[src/rtl/button_pkg.sv]
// Shared types for the button event classifier: event codes, FSM states and
// the width of the shared hold/gap counter.
package button_pkg;

    // Wide enough for the default LONG_TIME and DOUBLE_GAP at any sane clock.
    localparam int CNT_W = 32;

    typedef enum logic [1:0] {
        NONE   = 2'b00,
        SHORT  = 2'b01,
        LONG   = 2'b10,
        DOUBLE = 2'b11
    } event_code_t;

    typedef enum logic [2:0] {
        IDLE,
        PRESSED,
        LONG_HELD,
        WAIT_GAP,
        SECOND_PRESSED
    } state_t;

endpackage

[src/rtl/edge_detect.sv]
// Registers the debounced button level and derives single-cycle press and
// release pulses from the current level versus the previous one.
module edge_detect (
    input  logic clk,
    input  logic reset_n,
    input  logic button_in,
    output logic press,
    output logic release_edge
);

    logic btn_prev;

    // Remember last cycle's button level.
    // NOTE: non-blocking assignment keeps every register updating from the
    // values of the previous cycle, independent of statement order.
    always_ff @(posedge clk or negedge reset_n) begin
        if (!reset_n) begin
            btn_prev <= 1'b0;
        end else begin
            btn_prev <= button_in;
        end
    end

    // A button held through reset shows up as a press on the first cycle
    // after reset, because btn_prev starts at 0.
    assign press        =  button_in && !btn_prev;
    assign release_edge = !button_in &&  btn_prev;

endmodule

[src/rtl/button_event_classifier.sv]
// Classifies button activity into SHORT, LONG and DOUBLE events and presents
// them on a valid/ready output with a sticky overflow flag for dropped events.
module button_event_classifier
    import button_pkg::*;
#(
    parameter int LONG_TIME  = 50_000_000,
    parameter int DOUBLE_GAP = 12_500_000
) (
    input  logic       clk,
    input  logic       reset_n,
    input  logic       button_in,
    output logic       event_valid,
    input  logic       event_ready,
    output logic [1:0] event_code,
    output logic       overflow
);

    localparam logic [CNT_W-1:0] LONG_LAST = CNT_W'(LONG_TIME - 1);
    localparam logic [CNT_W-1:0] GAP_LAST  = CNT_W'(DOUBLE_GAP - 1);

    logic             press;
    logic             release_edge;
    state_t           state;
    state_t           state_next;
    logic [CNT_W-1:0] count;
    logic [CNT_W-1:0] count_next;
    logic             emit;
    event_code_t      emit_code;
    event_code_t      code_reg;

    edge_detect u_edge_detect (
        .clk          (clk),
        .reset_n      (reset_n),
        .button_in    (button_in),
        .press        (press),
        .release_edge (release_edge)
    );

    // State and counter registers.
    always_ff @(posedge clk or negedge reset_n) begin
        if (!reset_n) begin
            state <= IDLE;
            count <= '0;
        end else begin
            state <= state_next;
            count <= count_next;
        end
    end

    // Next-state, counter and event-emission logic.
    // NOTE: every output of this block gets a default first, so no branch can
    // leave a signal unassigned and infer a latch.
    always_comb begin
        state_next = state;
        count_next = count;
        emit       = 1'b0;
        emit_code  = NONE;
        case (state)
            IDLE: begin
                if (press) begin
                    state_next = PRESSED;
                    count_next = '0;
                end
            end
            PRESSED: begin
                // Release is checked first so it wins over the long timeout.
                if (release_edge) begin
                    state_next = WAIT_GAP;
                    count_next = '0;
                end else if (count == LONG_LAST) begin
                    state_next = LONG_HELD;
                    emit       = 1'b1;
                    emit_code  = LONG;
                end else begin
                    count_next = count + 1'b1;
                end
            end
            LONG_HELD: begin
                if (release_edge) begin
                    state_next = IDLE;
                end
            end
            WAIT_GAP: begin
                // A second press wins over the gap timeout.
                if (press) begin
                    state_next = SECOND_PRESSED;
                end else if (count == GAP_LAST) begin
                    state_next = IDLE;
                    emit       = 1'b1;
                    emit_code  = SHORT;
                end else begin
                    count_next = count + 1'b1;
                end
            end
            SECOND_PRESSED: begin
                if (release_edge) begin
                    state_next = IDLE;
                    emit       = 1'b1;
                    emit_code  = DOUBLE;
                end
            end
            default: begin
                state_next = IDLE;
            end
        endcase
    end

    // Event output register: load when empty or being accepted, otherwise
    // drop the new event and flag overflow.
    always_ff @(posedge clk or negedge reset_n) begin
        if (!reset_n) begin
            event_valid <= 1'b0;
            code_reg    <= NONE;
            overflow    <= 1'b0;
        end else if (emit) begin
            if (!event_valid || event_ready) begin
                event_valid <= 1'b1;
                code_reg    <= emit_code;
            end else begin
                overflow    <= 1'b1;
            end
        end else if (event_valid && event_ready) begin
            event_valid <= 1'b0;
            code_reg    <= NONE;
        end
    end

    assign event_code = code_reg;

endmodule

[config.mk]
export PLATFORM = sky130hd
export DESIGN_NAME = button_event_classifier
export DESIGN_NICKNAME = d
export VERILOG_FILES = /design/src/rtl/button_pkg.sv /design/src/rtl/edge_detect.sv /design/src/rtl/button_event_classifier.sv
export SDC_FILE = /design/constraint.sdc
export NUM_CORES = 1
export LEC_CHECK = 0
export CORE_MARGIN = 5
export CORE_UTILIZATION = 39
export CTS_CLUSTER_SIZE = 40
export DETAILED_ROUTE_END_ITERATION = 8
export SLEW_MARGIN = 5
export SYNTH_ARGS = -nofsm -noshare
export SYNTH_HDL_FRONTEND = slang
export SYNTH_SLANG_ARGS = --single-unit
[constraint.sdc]
create_clock -name clk -period 2.76 [get_ports clk]
set_clock_uncertainty 0.05 [all_clocks]
set_input_delay 0.552 -clock clk [delete_from_list [all_inputs] [get_ports clk]]
set_output_delay 0.552 -clock clk [all_outputs]
set_load 0.005 [all_outputs]
==> impl_metrics.yaml <==
power:
  seqPwrFrac: 0.422
  intPower_mw: 1.076
  peakVddDrop_uv: 387.5
  p_leak_nw: 1.040
  p_switching_mw: 0.5491
  switching_share: 0.3378
  power_density_mw_per_mm2: 628.2
  pwr-share-clk: 0.299
  pwr-share-comb: 0.279
  p_total_mw: 1.625
clocking:
  cts_made_buffers: 5
  cts_root_buf: "clkbuf_8"
  post_cts_buffers: 0
  cts_tree: "built"
  post_cts_resize_count: 0
  cts-htree-levels: 2
  cts_buffer_depth: 2
  insertion_delay_ns: 0.30
  cts.reportedPaths.clkPinSlew_ns: 0.09
  postCtsHoldBufs: 0
  cts.sinks: 40
sta:
  worst_slew_pin_slew_ns: 0.9162
  post-route-period-util: 0.8514
  setup_slack_ns: 0.4102
  min_period_ns: 2.350
  hold_viol_final: 0
  finalSetupViolCount: 0
  rsz0062_at_grt: "no"
  clock.fmax_ghz: 0.4256
  slew_headroom: 0.3892
  fin_setup_tns_ns: 0
  drv_slew: 0
synthesis:
  synth_flop_cell: "dfrtp_1"
  yosysSeqAreaShare: 0.4313
  synth_compound_area_frac: 0.1531
  yosys_register_bits: 40
  synth-edff-count: 0
  synthAdderAreaFrac: 0.005391
  synth_mux_area_frac: 0
  synth_xor_area_frac: 0.05660
  synthSimpleGateAreaFrac: 0.3229
  syn_nets: 260
  synth_area_per_cell_um2: 9.102
  syn_inst: 255
  synth_top_family_by_area: "simple AND/OR/NAND/NOR gates"
  async_flop_share: 1.000
  yosysWarnings: 0
  netlist_area_mm2: 0.002321
  ys_types: 53
grt:
  antenna_found_initial: 0
  grt_pass1_vias: 1836
  grt_max_degree: 41
  grt_pass1_wl_um: 9032
  grtUsageTotal: 0.1509
  overflow: 0
drt:
  dr.pass1.iters: 4
  via_per_inst: 5.740
  drc: 0
  ant_nets: 0
  drt_iter0_drc: 124
  drt_wl_total_um: 5364
  dr_total_vias: 1963
  route.detailed.wl_per_inst_um: 15.68
floorplan:
  core_area_mm2: 0.005851
  die_w_um: 87.15
  initial_core_util: 0.3967
  io_pins: 8
  die_y_um: 87.15
  die_area_mm2: 0.007594
  row_count: 28
layout:
  mostFrequentLayoutCell: "dfrtp_1"
  antenna_cells: 0
  final_cell_mix: "dfrtp_1 (40), nand2_1 (27), nor2_1 (26), o21ai_1 (16), nand3_1 (15)"
  num-nets-final: 271
  drive_gt1_frac: 0.1086
  areaGrowthSynthToFinish_pct: 11.48
worst_setup_path:
  startpoint_type: "flop"
  cp-end-kind: "flop"
  arrival_ns: 2.49
  r2r_cells: 7
  critPathKind: "flop to flop"
  cp_max_fo: 7
  regToRegSetupSlack_ns: 0.41
  r2r_end: "count[26]$_DFFE_PN0P_"
  reg2reg_from: "count[0]$_DFFE_PN0P_"
  cp.required_ns: 2.90
placed_design:
  place_congestion: 0.7962
  dp.final_hpwl_um: 3819
  post-place-ws_ns: 0.2203
  io_buffers: 7
job:
  drv_cap: 0
run_status:
  outcome: "finished, final reports clean"
hold_path:
  hold_class: "input pin to asynchronous set/reset pin"
## flip-flops by register name (all words and copies together), names as in the netlist
| name | cells |
|---|---|
| event_valid | 1 |
| state | 3 |
| count | 32 |
| overflow | 1 |
| event_code | 2 |
| u_edge_detect.btn_prev | 1 |
## synth_stat cells (4+ instances only)
master	number	area, µm²
o21ai_1	16	80.08
nand3_1	15	75.07
clkbuf_1	4	15.01
nand2b_1	6	37.54
nand2_1	27	101.4
o31ai_1	6	45.04
nor2_1	26	97.59
dfrtp_1	40	1001
a21oi_1	8	40.04
nand4_1	11	68.82
o21ai_0	5	25.02
and3_1	6	37.54
xor2_1	7	61.31
xnor2_1	8	70.07
nor4_1	5	31.28
nor3_1	4	20.02
## layout make-up
class / count / area, µm²
clock inverters: 3 / 42.54
clock buffers: 5 / 68.82
flip-flops and latches: 40 / 1001
well taps: 75 / 93.84
multi-input cells: 201 / 1249
inverters: 4 / 15.01
fillers: 565 / 3263
repair buffers: 14 / 117.6
## critical path, cell delays in order, from the launching register on
cell     delay (ns)
dfrtp_1        0.39
ha_1           0.26
nand4_2        0.20
or3_4          0.45
nor4b_4        0.49
nand3_1        0.18
xor2_1         0.17
nor2_1         0.05
## how the worst max path moves through the flow
stage | startpoint | endpoint | slack (ns) | cells after the start
2_1_floorplan | count[0]$_DFFE_PN0P_ | count[30]$_DFFE_PN0P_ | 0.68 | 7
3_3_place_gp | button_in | count[5]$_DFFE_PN0P_ | 0.27 | 7
3_5_place_dp | button_in | count[27]$_DFFE_PN0P_ | 0.22 | 7
4_1_cts | count[0]$_DFFE_PN0P_ | count[26]$_DFFE_PN0P_ | 0.40 | 7
5_1_grt | count[0]$_DFFE_PN0P_ | count[26]$_DFFE_PN0P_ | 0.21 | 7
6_report | count[0]$_DFFE_PN0P_ | count[26]$_DFFE_PN0P_ | 0.41 | 7
## per-layer routing
layer | GRT usage | part of all wire
met1 | 0.2129 | 0.49
met2 | 0.2326 | 0.45
met3 | 0.03027 | 0.048
met4 | 0.04742 | 0.0086
met5 | 0 | 0
## power groups by stage
stage,Sequential (mW),Clock (mW),Combinational [mW]
floorplan,0.672,0,0.318
global placement,0.697,0,0.449
detailed placement,0.696,0,0.454
CTS,0.685,0.500,0.455
global route,0.696,0.518,0.504
finish,0.686,0.486,0.454
## through the flow
| step | cell area [µm²] | utilization | std cells | hold slack, ns |
|---|---|---|---|---|
| global route | 2587 | 0.4423 | 342 | 0.4108 |
| floorplan | 2321 | - | 255 | 0.2064 |
| detailed placement | 2476 | 0.4232 | 334 | 0.3978 |
| CTS | 2587 | 0.4423 | 342 | 0.3761 |
| finish | 2587 | 0.4423 | 342 | 0.3364 |
| global placement | 2476 | 0.4232 | 334 | 0.3958 |
## kinds of logic (layout without fill, tap and decap cells)
logic type / Yosys count / in the layout
compound gates: 55 / 55
buf+inv: 14 / 26
fa+ha+maj: 1 / 1
simple gates: 130 / 130
xor+xnor: 15 / 15
flops: 40 / 40
(Power assumes the default switching activity.)
